### src/rtl/mult_pkg.sv
// mult_pkg
// Shared types for the radix-4 Booth multiplier:
//   state_t       - sequencer states (IDLE, CALC, DONE)
//   booth_digit_t - recoded multiplier digit (0, +1, +2, -1, -2)
//   booth_decode  - maps three overlapping multiplier bits to a digit
package mult_pkg;

    typedef enum logic [1:0] {
        IDLE = 2'd0,
        CALC = 2'd1,
        DONE = 2'd2
    } state_t;

    typedef enum logic [2:0] {
        ZERO = 3'd0,
        POS1 = 3'd1,
        POS2 = 3'd2,
        NEG1 = 3'd3,
        NEG2 = 3'd4
    } booth_digit_t;

    // Bits are {y[2i+1], y[2i], y[2i-1]}; digit = -2*y[2i+1] + y[2i] + y[2i-1].
    function automatic booth_digit_t booth_decode(input logic [2:0] bits);
        booth_digit_t d;
        case (bits)
            3'b001, 3'b010: d = POS1;
            3'b011:         d = POS2;
            3'b100:         d = NEG2;
            3'b101, 3'b110: d = NEG1;
            default:        d = ZERO;
        endcase
        return d;
    endfunction

endpackage

### src/rtl/booth_r4_encoder.sv
// booth_r4_encoder
// Purely combinational radix-4 Booth recoder and partial-product selector.
// Ports:
//   bits  [2:0]        - three overlapping multiplier bits (LSB is the bit
//                        below the current pair)
//   mcand [WIDTH+1:0]  - multiplicand already extended to WIDTH+2 bits
//   pp    [WIDTH+1:0]  - selected partial product d*M, two's complement
module booth_r4_encoder
    import mult_pkg::*;
#(
    parameter int WIDTH = 32
) (
    input  logic [2:0]       bits,
    input  logic [WIDTH+1:0] mcand,
    output logic [WIDTH+1:0] pp
);

    booth_digit_t     digit;
    logic [WIDTH+1:0] mcand_x2;

    // Doubling cannot overflow: the extended operand carries two spare MSBs.
    assign mcand_x2 = {mcand[WIDTH:0], 1'b0};

    always_comb begin
        digit = booth_decode(bits);
    end

    always_comb begin
        pp = '0;
        unique case (digit)
            ZERO: pp = '0;
            POS1: pp = mcand;
            POS2: pp = mcand_x2;
            NEG1: pp = -mcand;
            NEG2: pp = -mcand_x2;
            default: pp = '0;
        endcase
    end

endmodule

### src/rtl/booth_radix4_multiplier.sv
// booth_radix4_multiplier
// Sequential radix-4 Booth multiplier, signed or unsigned, one digit per
// clock. Operands are captured on start in IDLE; WIDTH/2+1 CALC cycles
// later the exact 2*WIDTH-bit product is registered and done pulses.
// Ports:
//   clk          - clock, rising edge
//   rst          - synchronous active-low reset
//   start        - request, honoured only in IDLE
//   signed_mode  - 1: two's complement operands, 0: unsigned
//   a, b         - multiplicand / multiplier, sampled with start
//   busy         - high throughout CALC
//   done         - one-cycle pulse when product has just been updated
//   product      - last completed result, held between completions
module booth_radix4_multiplier
    import mult_pkg::*;
#(
    parameter int WIDTH = 32
) (
    input  logic                 clk,
    input  logic                 rst,
    input  logic                 start,
    input  logic                 signed_mode,
    input  logic [WIDTH-1:0]     a,
    input  logic [WIDTH-1:0]     b,
    output logic                 busy,
    output logic                 done,
    output logic [2*WIDTH-1:0]   product
);

    localparam int XW    = WIDTH + 2;
    localparam int CNT_W = $clog2(WIDTH / 2 + 1);
    localparam logic [CNT_W-1:0] LAST_STEP = CNT_W'(WIDTH / 2);

    state_t           state;
    state_t           next_state;

    logic [WIDTH-1:0] a_reg;
    logic             signed_reg;
    logic [XW-1:0]    acc;
    logic [XW:0]      mreg;        // extended multiplier plus implicit LSB 0
    logic [CNT_W-1:0] cnt;

    logic [XW-1:0]    mcand;
    logic [XW-1:0]    b_ext;
    logic [XW-1:0]    pp;
    logic [XW-1:0]    sum;
    logic [XW-1:0]    acc_shift;
    logic [XW:0]      mreg_shift;
    logic             capture;
    logic             last_step;

    assign capture   = (state == IDLE) && start;
    assign last_step = (state == CALC) && (cnt == LAST_STEP);

    assign mcand = signed_reg ? {{2{a_reg[WIDTH-1]}}, a_reg} : {2'b00, a_reg};
    assign b_ext = signed_mode ? {{2{b[WIDTH-1]}}, b} : {2'b00, b};

    booth_r4_encoder #(
        .WIDTH (WIDTH)
    ) u_encoder (
        .bits  (mreg[2:0]),
        .mcand (mcand),
        .pp    (pp)
    );

    // One Booth step: add d*M to the upper half, then arithmetic-shift the
    // concatenation {acc, mreg} right by two. The partial sums stay within
    // [-2^(WIDTH+1), 2^(WIDTH+1)), so XW bits never overflow.
    assign sum        = acc + pp;
    assign acc_shift  = {{2{sum[XW-1]}}, sum[XW-1:2]};
    assign mreg_shift = {sum[1:0], mreg[XW:2]};

    // State register
    always_ff @(posedge clk) begin
        if (!rst) begin
            state <= IDLE;
        end else begin
            state <= next_state;
        end
    end

    // Next-state logic
    always_comb begin
        next_state = state;
        unique case (state)
            IDLE:    if (start) next_state = CALC;
            CALC:    if (last_step) next_state = DONE;
            DONE:    next_state = IDLE;
            default: next_state = IDLE;
        endcase
    end

    // Output logic
    always_comb begin
        busy = 1'b0;
        done = 1'b0;
        unique case (state)
            IDLE:    ;
            CALC:    busy = 1'b1;
            DONE:    done = 1'b1;
            default: ;
        endcase
    end

    // Datapath
    always_ff @(posedge clk) begin
        if (!rst) begin
            a_reg      <= '0;
            signed_reg <= 1'b0;
            acc        <= '0;
            mreg       <= '0;
            cnt        <= '0;
            product    <= '0;
        end else if (capture) begin
            a_reg      <= a;
            signed_reg <= signed_mode;
            mreg       <= {b_ext, 1'b0};
            acc        <= '0;
            cnt        <= '0;
        end else if (state == CALC) begin
            acc  <= acc_shift;
            mreg <= mreg_shift;
            cnt  <= cnt + CNT_W'(1);
            // After the final shift the full product sits in {acc, mreg[XW:1]};
            // only its low 2*WIDTH bits are meaningful.
            if (last_step) begin
                product <= {acc_shift[WIDTH-3:0], mreg_shift[XW:1]};
            end
        end
    end

endmodule

### config.mk
export PLATFORM = sky130hd
export DESIGN_NAME = booth_radix4_multiplier
export DESIGN_NICKNAME = d
export VERILOG_FILES = /design/src/rtl/mult_pkg.sv /design/src/rtl/booth_r4_encoder.sv /design/src/rtl/booth_radix4_multiplier.sv
export SDC_FILE = /design/constraint.sdc
export NUM_CORES = 1
export LEC_CHECK = 0
export CORE_MARGIN = 2
export CORE_UTILIZATION = 30
export DETAILED_ROUTE_END_ITERATION = 10
export GPL_TIMING_DRIVEN = 0
export PLACE_DENSITY = 0.52
export RECOVER_POWER = 100
export REMOVE_ABC_BUFFERS = 1
export SKIP_CTS_REPAIR_TIMING = 1
export SLEW_MARGIN = 10
export SYNTH_ARGS = -nofsm -noshare
export SYNTH_HDL_FRONTEND = slang
export SYNTH_SLANG_ARGS = --single-unit
### constraint.sdc
create_clock -name clk -period 6.1 [get_ports clk]
set_input_delay 1.22 -clock clk [delete_from_list [all_inputs] [get_ports clk]]
set_output_delay 1.22 -clock clk [all_outputs]
set_load 0.02 [all_outputs]
==> impl_metrics.csv <==
group,metric,value,unit
pwr,finalPower,0.002768,W
synth,synth_warnings,0,
setup_path,end_kind,"flop",
drt,wl_met2,13.47,mm
placed_design,dp.final_hpwl,19.61,mm
synth,postSynth.asyncResetShare,0,
grt,grt_util_all_layers,0.1742,
die,core_region_area,0.03156,sq mm
setup_path,slowest_stage,"o41ai_1",
timing,max_clock_freq,176.1,MHz
grt,first_global_vias,8967,
die,die_x,182.9,um
setup_path,r2r_start,"a_reg[0]",
grt,grt_pass1_wl,47.44,mm
synth,synth-edff-count,0,
die,die_h,182.9,um
placed_design,numPortBuffers,133,
setup_path,r2r_end,"acc[29]",
finish,syn_to_final_growth,23.67,%
timing,hold_viol_final,0,
cts,cts_root_buf,"clkbuf_16",
setup_path,required,6.48,ns
drt,vias_per_cell,5.186,
timing,worst_slew_pin_slew,1.845,ns
hold_path,min_to,"product[43]",
synth,ys_seq_area_frac,0.3564,
finish,fin_cells,1792,
setup_path,critPathBufInv,1,
cts,cts.clk_slew.worst_paths,0.08,ns
finish,largestRegisters,"product (64), mreg (35)",
finish,nNetsFinal,1482,
synth,avgSynthCellArea,7.321,sq um
drt,top_layer_used,"met4",
timing,finalCritPeriodShare,0.9312,
synth,synth_cells,1312,
cts,ctsHtreeMaxLevel,4,
flow_run,max-cap-violations,3,
finish,final_cell_mix,"nand2_1, a21oi_1, dfxtp_1",
hold_path,hold_start,"product[43]",
run_status,violations,"capacitance limit, slew limit",
die,top_level_ports,134,
synth,ys_ff_latch,171,
hold_path,hold_depth,2,
hold_path,hp-class,"reg2reg",
cts,cts_tree,"done",
synth,synth.distinct_cells,63,
grt,antenna_found_initial,0,
pwr,peakVddDrop,0.0001660,V
timing,rsz0062_at_grt,"false",
drt,first_iter_violations,638,
finish,largest_reg_flops,64,
drt,ant_nets,0,
drt,drcViolationCount,0,
drt,drt-total-wl,28.97,mm
drt,wire_per_inst,16.16,um
drt,vias,9293,
setup_path,critPathMaxFanout,8,
synth,ys.flop_type,"dfxtp_1",
timing,finalSetupViolCount,0,
finish,drive_gt1_frac,0.04748,
timing,relSlewSlack,-0.2303,
die,num_rows,65,
finish,mostFrequentLayoutCell,"nand2_1",
pwr,power_density,233.0,mW/mm^2
placed_design,dp.cells,1760,
placed_design,globalplace.congestion,0.8245,
setup_path,cp_slowest_stage_delay,0.74,ns
drt,dr.pass1.iters,5,
cts,cts.sinks,171,
finish,antenna_cells,0,
pwr,p_leak,4.490,nW
cts,clock_path_buffers,2,
cts,cts_buffers,17,
timing,post-route-min-period,5.680,ns
grt,grt_max_degree,86,
synth,synth_area,0.009605,sq mm
timing,skew,0.02040,ns
finish,largest_register,"product",
setup_path,critPathLaunchType,"flop",
run_status,outcome,"finished with violations",
setup_path,critPathArrivalTime,6.06,ns
cts,clock_latency,0.45,ns
setup_path,crit_path_cell_trace,"inv_1, ha_1, or3b_2, nor2_1, nand3b_1, nand2_1, xnor2_1, a22oi_1, o21ai_0, ha_1, nand2_1, or3b_2, o21ai_0, nor3b_1, o41ai_1, a21oi_1, o31a_1, or4_1, nand3_1",
timing,drv_slew,135,
drt,drt-met1-wl,13.37,mm
setup_path,reg2reg_slack,0.42,ns
setup_path,path_class,"reg2reg",
setup_path,r2r_cells,19,
grt,grt.overflow.total,0,
setup_path,critical-path-top-delay-family,"simple AND/OR/NAND/NOR gates",
die,start_util,0.3044,
drt,dr_wl_met3,1.884,mm
die,dieArea,0.03347,sq mm
==> where the power goes <==
group / leakage, nW / internal (W) / switching (W)
combinational: 2.81 / 0.000181 / 0.000272
clock: 0.290 / 0.000555 / 0.000560
sequential: 1.39 / 0.00115 / 0.0000484
==> worst max path at each step <==
stage | endpoint | cells after the start | slack, ns | startpoint
3_3_place_gp | product[59] | 5 | -1.68 | state[1]
2_1_floorplan | acc[29] | 15 | 1.13 | mreg[2]
4_1_cts | acc[29] | 15 | -0.87 | mreg[1]
5_1_grt | acc[29] | 19 | 0.03 | a_reg[0]
3_5_place_dp | acc[29] | 15 | -0.83 | mreg[1]
6_report | acc[29] | 19 | 0.42 | a_reg[0]
==> synthesized netlist by cell type (all sizes together) (13+ instances only) <==
master	count	area [sq um]
xor2	32	280.3
nor2	67	251.5
clkbuf	85	319.1
dfxtp	171	3423
inv	15	56.30
o21ai	65	325.3
or4	13	105.1
nand4	14	87.58
a21oi	199	996.0
nand2	341	1287
nand3	20	100.1
a22oi	59	442.9
xnor2	35	306.5
ha	36	450.4
==> through the flow <==
stage | hold slack, ns | setup slack (ns) | utilization | setup TNS, ns | instance area [sq um]
6_report | 0.4513 | 0.4200 | 0.3764 | 0 | 11880
2_1_floorplan | 0.4362 | 1.133 | - | 0 | 9241
3_3_place_gp | 0.4411 | -1.675 | 0.3510 | -102.78 | 11080
5_1_grt | 0.4723 | 0.03032 | 0.3764 | 0 | 11880
3_5_place_dp | 0.4469 | -0.8331 | 0.3586 | -4.481 | 11320
4_1_cts | 0.4580 | -0.8746 | 0.3775 | -4.859 | 11910
==> routing by layer <==
layer  up-vias  GRT usage
met3        17    0.04865
li1       4714          -
met2       209     0.2927
met1      4353     0.2237
met4         0    0.03488
met5         -          0
==> cell type report <==
class / count / area (sq um)
clock buffer: 18 / 429.2
multi-input combinational: 1030 / 5802
timing repair buffer: 141 / 1490
fill: 3357 / 19680
tap: 402 / 503.0
inverter: 16 / 62.56
sequential: 171 / 3427
clock inverter: 14 / 165.2
==> logic make-up (layout without fill, tap and decap cells) <==
| kind of cell | after synthesis | after routing | synth area share |
|---|---|---|---|
| DFF | 171 | 171 | 0.3564 |
| muxes | 5 | 5 | 0.005731 |
| adders and majority gates | 37 | 37 | 0.04898 |
| buffers and inverters | 111 | 189 | 0.04416 |
| AOI/OAI and AO/OA | 399 | 399 | 0.2457 |
| xor gates and xnor gates | 67 | 67 | 0.06109 |
| and+or+nand+nor | 522 | 522 | 0.2380 |
==> tightest hold or removal path, stage by stage, from the launching register on <==
cell and delay [ns]:
dfxtp_1 0.31, nand2_1 0.05, a21oi_1 0.05
Power figures use the tool's default switching activity.
